## config.mk

```make
export PLATFORM = sky130hd
export DESIGN_NAME = counter_seq_ctrl_flat
export DESIGN_NICKNAME = d
export VERILOG_FILES = /design/src/rtl/counter_seq_ctrl_if.sv /design/src/rtl/counter_seq_ctrl.sv /design/src/flat_wrapper.sv
export SDC_FILE = /design/constraint.sdc
export NUM_CORES = 1
export LEC_CHECK = 0
export CAP_MARGIN = 25
export CORE_ASPECT_RATIO = 0.7
export CORE_MARGIN = 1.5
export CORE_UTILIZATION = 38
export DETAILED_ROUTE_END_ITERATION = 8
export HOLD_SLACK_MARGIN = 0.03
export PLACE_DENSITY = 0.68
export SETUP_SLACK_MARGIN = 0.02
export SLEW_MARGIN = 20
export SYNTH_ARGS = -nofsm -noshare
export SYNTH_HDL_FRONTEND = slang
export SYNTH_SLANG_ARGS = --single-unit
```

## constraint.sdc

```tcl
create_clock -name clk -period 2.8 [get_ports clk]
set_input_delay 0.7 -clock clk [delete_from_list [all_inputs] [get_ports clk]]
set_output_delay 0.7 -clock clk [all_outputs]
set_load 0.005 [all_outputs]
```

## src/rtl/counter_seq_ctrl_if.sv

```systemverilog
// Handshake, configuration and counter-datapath signals of the counter sequencing controller.
// The master is the upstream requester plus counter datapath; the slave is the controller.
interface counter_seq_ctrl_if #(
   parameter int CNT_W = 4,
   parameter int REP_W = 4
);
   logic             start;
   logic [CNT_W-1:0] cfg_load;
   logic [CNT_W-1:0] cfg_term;
   logic [REP_W-1:0] cfg_reps;
   logic             cfg_auto;
   logic             pause;
   logic             abort;
   logic [CNT_W-1:0] cnt_val;
   logic             cnt_ld;
   logic [CNT_W-1:0] cnt_ld_val;
   logic             cnt_en;
   logic             busy;
   logic             tick;
   logic             done;
   logic             aborted;
   logic [REP_W-1:0] pass_idx;

   modport master (
      output start, cfg_load, cfg_term, cfg_reps, cfg_auto, pause, abort, cnt_val,
      input  cnt_ld, cnt_ld_val, cnt_en, busy, tick, done, aborted, pass_idx
   );

   modport slave (
      input  start, cfg_load, cfg_term, cfg_reps, cfg_auto, pause, abort, cnt_val,
      output cnt_ld, cnt_ld_val, cnt_en, busy, tick, done, aborted, pass_idx
   );
endinterface

```

## src/rtl/counter_seq_ctrl.sv

```systemverilog
// Sequencing controller for an external up-counter: load, count to a terminal value,
// repeat for a programmed number of passes (or forever), with pause/abort handling.
module counter_seq_ctrl #(
   parameter int CNT_W = 4,
   parameter int REP_W = 4
) (
   input logic               clk,
   input logic               rst,
   counter_seq_ctrl_if.slave bus
);
   typedef enum logic [2:0] {IDLE, LOAD, RUN, HOLD, FINISH} state_t;

   state_t           state, state_nxt;
   logic [CNT_W-1:0] load_sh, term_sh;
   logic [REP_W-1:0] reps_sh, pass_idx;
   logic             auto_sh, aborted;
   logic             accept, pass_inc, set_abort, tick_c, en_c;
   logic             term_hit, more_passes;
   logic [REP_W:0]   reps_eff, pass_nxt;

   // A programmed pass count of zero runs a single pass.
   assign term_hit    = (bus.cnt_val == term_sh);
   assign reps_eff    = (reps_sh == '0) ? (REP_W+1)'(1) : {1'b0, reps_sh};
   assign pass_nxt    = {1'b0, pass_idx} + (REP_W+1)'(1);
   assign more_passes = auto_sh || (pass_nxt < reps_eff);

   always_comb begin
      state_nxt = state;
      accept    = 1'b0;
      pass_inc  = 1'b0;
      set_abort = 1'b0;
      tick_c    = 1'b0;
      en_c      = 1'b0;
      case (state)
         IDLE: begin
            if (bus.start) begin
               accept    = 1'b1;
               state_nxt = LOAD;
            end
         end
         LOAD: state_nxt = RUN;
         RUN: begin
            if (bus.abort) begin
               set_abort = 1'b1;
               state_nxt = FINISH;
            end else if (bus.pause) begin
               state_nxt = HOLD;
            end else if (term_hit) begin
               tick_c = 1'b1;
               if (more_passes) begin
                  pass_inc  = 1'b1;
                  state_nxt = LOAD;
               end else begin
                  state_nxt = FINISH;
               end
            end else begin
               en_c = 1'b1;
            end
         end
         // Leaving HOLD goes back through RUN so a match reached before the pause still ticks.
         HOLD: begin
            if (bus.abort) begin
               set_abort = 1'b1;
               state_nxt = FINISH;
            end else if (!bus.pause) begin
               state_nxt = RUN;
            end
         end
         FINISH:  state_nxt = IDLE;
         default: state_nxt = IDLE;
      endcase
   end

   always_ff @(posedge clk) begin
      if (rst) begin
         state    <= IDLE;
         load_sh  <= '0;
         term_sh  <= '0;
         reps_sh  <= '0;
         auto_sh  <= 1'b0;
         pass_idx <= '0;
         aborted  <= 1'b0;
      end else begin
         state <= state_nxt;
         if (accept) begin
            load_sh  <= bus.cfg_load;
            term_sh  <= bus.cfg_term;
            reps_sh  <= bus.cfg_reps;
            auto_sh  <= bus.cfg_auto;
            pass_idx <= '0;
            aborted  <= 1'b0;
         end
         if (pass_inc)  pass_idx <= pass_nxt[REP_W-1:0];
         if (set_abort) aborted  <= 1'b1;
      end
   end

   // Reset suppresses the match-driven pulses in the cycle it is applied.
   assign bus.cnt_ld     = (state == LOAD);
   assign bus.cnt_ld_val = load_sh;
   assign bus.cnt_en     = en_c && !rst;
   assign bus.tick       = tick_c && !rst;
   assign bus.busy       = (state == LOAD) || (state == RUN) || (state == HOLD);
   assign bus.done       = (state == FINISH);
   assign bus.aborted    = aborted;
   assign bus.pass_idx   = pass_idx;
endmodule

```

## src/flat_wrapper.sv

```systemverilog
// flat-port wrapper written by rule: the top's interface ports become plain ports
module counter_seq_ctrl_flat 
#(
   parameter int CNT_W = 4,
   parameter int REP_W = 4
)
  (clk, rst, bus_start, bus_cfg_load, bus_cfg_term, bus_cfg_reps, bus_cfg_auto, bus_pause, bus_abort, bus_cnt_val, bus_cnt_ld, bus_cnt_ld_val, bus_cnt_en, bus_busy, bus_tick, bus_done, bus_aborted, bus_pass_idx);
  counter_seq_ctrl_if #(.CNT_W(CNT_W), .REP_W(REP_W)) bus_i ();
  input logic clk;
  input logic rst;
  input wire logic [$bits(bus_i.start)-1:0] bus_start;
  input wire logic [$bits(bus_i.cfg_load)-1:0] bus_cfg_load;
  input wire logic [$bits(bus_i.cfg_term)-1:0] bus_cfg_term;
  input wire logic [$bits(bus_i.cfg_reps)-1:0] bus_cfg_reps;
  input wire logic [$bits(bus_i.cfg_auto)-1:0] bus_cfg_auto;
  input wire logic [$bits(bus_i.pause)-1:0] bus_pause;
  input wire logic [$bits(bus_i.abort)-1:0] bus_abort;
  input wire logic [$bits(bus_i.cnt_val)-1:0] bus_cnt_val;
  output wire logic [$bits(bus_i.cnt_ld)-1:0] bus_cnt_ld;
  output wire logic [$bits(bus_i.cnt_ld_val)-1:0] bus_cnt_ld_val;
  output wire logic [$bits(bus_i.cnt_en)-1:0] bus_cnt_en;
  output wire logic [$bits(bus_i.busy)-1:0] bus_busy;
  output wire logic [$bits(bus_i.tick)-1:0] bus_tick;
  output wire logic [$bits(bus_i.done)-1:0] bus_done;
  output wire logic [$bits(bus_i.aborted)-1:0] bus_aborted;
  output wire logic [$bits(bus_i.pass_idx)-1:0] bus_pass_idx;
  assign bus_i.start = bus_start;
  assign bus_i.cfg_load = bus_cfg_load;
  assign bus_i.cfg_term = bus_cfg_term;
  assign bus_i.cfg_reps = bus_cfg_reps;
  assign bus_i.cfg_auto = bus_cfg_auto;
  assign bus_i.pause = bus_pause;
  assign bus_i.abort = bus_abort;
  assign bus_i.cnt_val = bus_cnt_val;
  assign bus_cnt_ld = bus_i.cnt_ld;
  assign bus_cnt_ld_val = bus_i.cnt_ld_val;
  assign bus_cnt_en = bus_i.cnt_en;
  assign bus_busy = bus_i.busy;
  assign bus_tick = bus_i.tick;
  assign bus_done = bus_i.done;
  assign bus_aborted = bus_i.aborted;
  assign bus_pass_idx = bus_i.pass_idx;
  counter_seq_ctrl #(.CNT_W(CNT_W), .REP_W(REP_W)) u_core (.clk(clk), .rst(rst), .bus(bus_i));
endmodule
```

* Word level (Yosys, flattened, before mapping)
Cells that the tools add are included.
Word-level totals: flip-flop bits (word level) 21, latch bits 0, bits in writable memories 0, ROM bits 0, input port bits 22, word-level logic and storage cells 59, memories kept 0
Operators by class: add/subtract/negate cells 1, $mul 0, divide/modulo/power cells 0, magnitude comparators 1, equal/unequal tests 8, shift operators 0, multiplexer cells 30, bitwise operators 0, reductions and logical operators 12
Operators with widths (count):
- two-way mux 3 bit | 7
- two-way mux 1 bit | 19
- two-way mux 4 bit | 3
- case mux 3 bit (4 select lines) | 1
- == test 3 x 2 -> 1 bit (second input constant) | 2
- adder 4 x 1 -> 5 bit (second input constant) | 1
- < comparator 5 bit | 1
- == test 4 bit | 1
- zero test 4 bit | 1
- inequality test 4 x 3 -> 1 bit (second input constant) | 1
- nonzero test 2 bit | 2
- == test 3 x 1 -> 1 bit (second input constant) | 1
- == test 3 bit (second input constant) | 1
- zero test 3 bit | 1
- logical OR 1 bit | 3
- inequality test 3 bit (second input constant) | 1
- AND reduction 3 bit | 1
- logical AND 1 bit | 2
- inequality test 2 bit (second input constant) | 1
- OR reduction 2 bit | 1
- zero test 1 bit | 1

* Logic depth before layout (Yosys ltp)
word-level depth 10, mapped depth 9, mapped depth without buffers 9

* Worst setup path before layout
Ideal clock, no wire load.
kind input to output, start input port bus_pause, end output port bus_tick, arrival time 1651 ps, required time 2100 ps, setup slack 449 ps, cell stages on the path 3, cells stage by stage or3b_4 -> or3_4 -> nor3b_2
Between the ends: word-level cells in the longest chain between the ends 4
RTL lines:
- start: declaration | line flat_wrapper.sv:16 | input wire logic [$bits(bus_i.pause)-1:0] bus_pause;
- two-way mux 1 bit | line counter_seq_ctrl.sv:46 | end else if (bus.pause) begin
- two-way mux 1 bit | line counter_seq_ctrl.sv:43 | if (bus.abort) begin
- two-way mux 1 bit | line counter_seq_ctrl.sv:34 | case (state)
- logical AND 1 bit | line counter_seq_ctrl.sv:102 | assign bus.tick = tick_c && !rst;
- end: declaration | line flat_wrapper.sv:23 | output wire logic [$bits(bus_i.tick)-1:0] bus_tick;
Every way passes these cells.

* Final worst setup path
start input port bus_pause, end output port bus_cnt_en
Between the ends: word-level cells in the longest chain between the ends 4
RTL lines:
- two-way mux 1 bit | line counter_seq_ctrl.sv:46
- two-way mux 1 bit | line counter_seq_ctrl.sv:43
- two-way mux 1 bit | line counter_seq_ctrl.sv:34
- logical AND 1 bit | line counter_seq_ctrl.sv:101 | assign bus.cnt_en = en_c && !rst;
- end: declaration | line flat_wrapper.sv:21 | output wire logic [$bits(bus_i.cnt_en)-1:0] bus_cnt_en;
Every way passes these cells.

==> impl_metrics.toml <==
[layout]
finalNonFillerCells = 219
nFillCells = 255
regArea_um2 = 420.4
syn_to_final_growth_pct = 41.64
drive_gt1_share_pct = 15.30
diodes = 0
nets = 210
multi_input_area_um2 = 689.4

[setup_path]
cp_max_fo = 3
cp.required_ps = 2100
rrSetupSlack_ps = 350
setup.worst_path.start_class = "input pin"
endpoint_kind = "output pin"
cp_slowest_stage_delay_ps = 390
cp_num_buf_inv = 2
critPathSlowestCell = "or3b_4"
crit_path_cell_trace = "dlygate4sd2_1 -> or3b_4 -> or3_4 -> nor3_2 -> clkdlybuf4s15_2"
cp.arrival_ps = 2040
crit_type = "input pin to output pin"
path_delay_family = "simple AND/OR/NAND/NOR gates"

[sta]
min_period_over_period_pct = 97.78
finalClockSkew_ps = 4.926
setup_violations = 0
rsz0062_at_grt = "false"
timing.fmax_mhz = 365.2
hold_viol_final = 0
worst_pin_slew_ps = 689.3
setup_ws_ps = 62.09
relSlewSlack_pct = 53.91
hold_slack_ps = 462.1
slew_viol_final = 0
finalCriticalPeriod_ps = 2738

[routing]
drcViolationCount = 0
via_per_inst = 5.333
wl_per_cell_um = 12.78
first_pass_iters = 4
drtIter0Drc = 47
ant_nets = 0
wl_mm = 2.799
route.vias.total = 1168

[logic_synthesis]
syn_avg_cell_area_um2 = 8.226
yosysTopAreaCellShare_pct = 36.25
yosys-top-cells-count = "nand2_1 (28), dfxtp_1 (21), a21oi_1 (20), nor2_1 (8)"
yosys-top-cells-area = "dfxtp_1 (36%), nand2_1 (9.1%), a21oi_1 (8.6%), ha_1 (4.3%), o211ai_1 (3.2%)"
synth_cell_types = 41
syn_inst = 141
ys.flop_type = "dfxtp_1"
seq_area_frac_synth_pct = 36.25
synth_edf_count = 0
yosys_warnings = 0
yosysMostFrequentCell = "nand2_1"
ys_ff_latch = 21
synth_nets = 167
synthArstFlopShare_pct = 0
yosysTopAreaCell = "dfxtp_1"
syn-cell-area_mm2 = 0.001160

[clock_tree]
h-tree-depth = 1
cts.root.buffer_cell = "clkbuf_8"
hold_buffers = 0
cts_tree = "built"
path_clk_slew_ps = 80
numCtsBuffers = 3
clockBufferDepth = 2
clk_latency_ps = 260
cts.sinks = 21

[place]
post-dp-hpwl_mm = 2.166
dp_cells = 215
gp_congestion = 0.8706
io_buffers = 35
dp_slack_ps = -479.4

[global_route]
grt_antenna_before_repair = 0
grt_pass1_vias = 1016
grt_max_degree = 19
grt_usage_pct = 16.37
grt_pass1_wl_mm = 4.574
overflow = 0

[power_and_ir_drop]
peakVddDrop_uv = 248.2
leakagePower_nw = 0.6300
power_density_mw_per_mm2 = 453.8

[floorplanning]
die-height_um = 49.23
io_pins = 36
core_area_mm2 = 0.002843
fp-row-count = 16
start_util_pct = 40.80
die_w_um = 69.04
die_area_mm2 = 0.003398

[run_status]
status = "finished, final reports clean"

[job]
cap_violations = 0

[worst_hold_path]
hp-class = "flip-flop to flip-flop"
## cells by family (layout without fill, tap and decap cells)
kind of cell               after synthesis  in the layout  share of synthesized area (%)
AOI/OAI and AO/OA                       37             37                          20.93
buffers and inverters                   12             54                          4.746
DFF                                     21             21                          36.25
adders and majority gates                4              4                          4.315
and+or+nand+nor                         62             62                          29.99
xor gates and xnor gates                 5              5                          3.775
## per-layer routing
metal / vias to the layer above / global-route usage [%] / part of all wire, %
met4: 0 / 2.288 / 0.82
met5: - / 0 / 0
li1: 582 / - / -
met1: 548 / 21.36 / 46
met3: 4 / 4.752 / 5.4
met2: 34 / 27.56 / 48
## sequential cells by signal, indices dropped and copies added (netlist names)
register               flops
u_core.bus.cnt_ld_val      4
u_core.bus.pass_idx        4
u_core.reps_sh             4
u_core.term_sh             4
u_core.state               3
u_core.auto_sh             1
u_core.bus.aborted         1
## stage by stage
step	power (mW)	area, um^2	util (%)	setup TNS, ps
after floorplan	0.4598	1160	-	0
after global placement	0.5441	1594	56.07	-809.8
after detailed placement	0.5497	1594	56.07	-938.0
after CTS	0.7500	1638	57.61	0
after global routing	0.7836	1643	57.79	0
final	0.7455	1643	57.79	0
## cell usage in the layout, fill, tap and decap left out, types with 4 or more instances in the layout
cell type        netlist  routed
inv_1                  5       5
ha_1                   4       4
o211ai_1               5       5
clkdlybuf4s50_1        0      32
nand2_1               28      28
nor2_1                 8       8
xor2_1                 4       4
dfxtp_1               21      21
nand3_1                4       4
buf_4                  0      10
a21oi_1               20      20
## final cells by class
class | count | share of cell area (%)
clock buffer | 3 | 2.513
clock inverter | 1 | 0.4570
inverter | 5 | 1.142
multi-input combinational | 108 | 41.96
sequential | 21 | 25.59
tap | 36 | 2.742
timing repair buffer | 45 | 25.59
## what timing repair did
action	4_1_cts	5_1_grt
setup endpoints to repair	2	1
gates resized for setup	8	1
hold endpoints to repair	0	0
setup buffers	0	0
## worst register-to-register path, stage by stage (launching register included)
cell and delay (ps):
dfxtp_1 370, ha_1 250, nor2b_1 150, or2_2 280, ha_1 300, nand3_1 90
a211oi_1 250, o21bai_1 210, o31a_1 280, nor3_1 200
## path summary, 6_finish.rpt
| path | cells after the start | to | start |
|---|---|---|---|
| hold reg to reg | 2 | u_core.bus.cnt_ld_val[2] | u_core.bus.cnt_ld_val[2] |
| setup / recovery | 5 | bus_cnt_en | bus_pause |
| setup reg to reg | 9 | u_core.state[2] | u_core.bus.pass_idx[0] |
| hold / removal | 2 | u_core.bus.cnt_ld_val[2] | u_core.bus.cnt_ld_val[2] |
## power by group
part           internal [mW]  switching (mW)
Sequential             0.320          0.0182
Combinational          0.102           0.102
Clock                  0.100           0.102
Power figures use the tool's default switching activity.
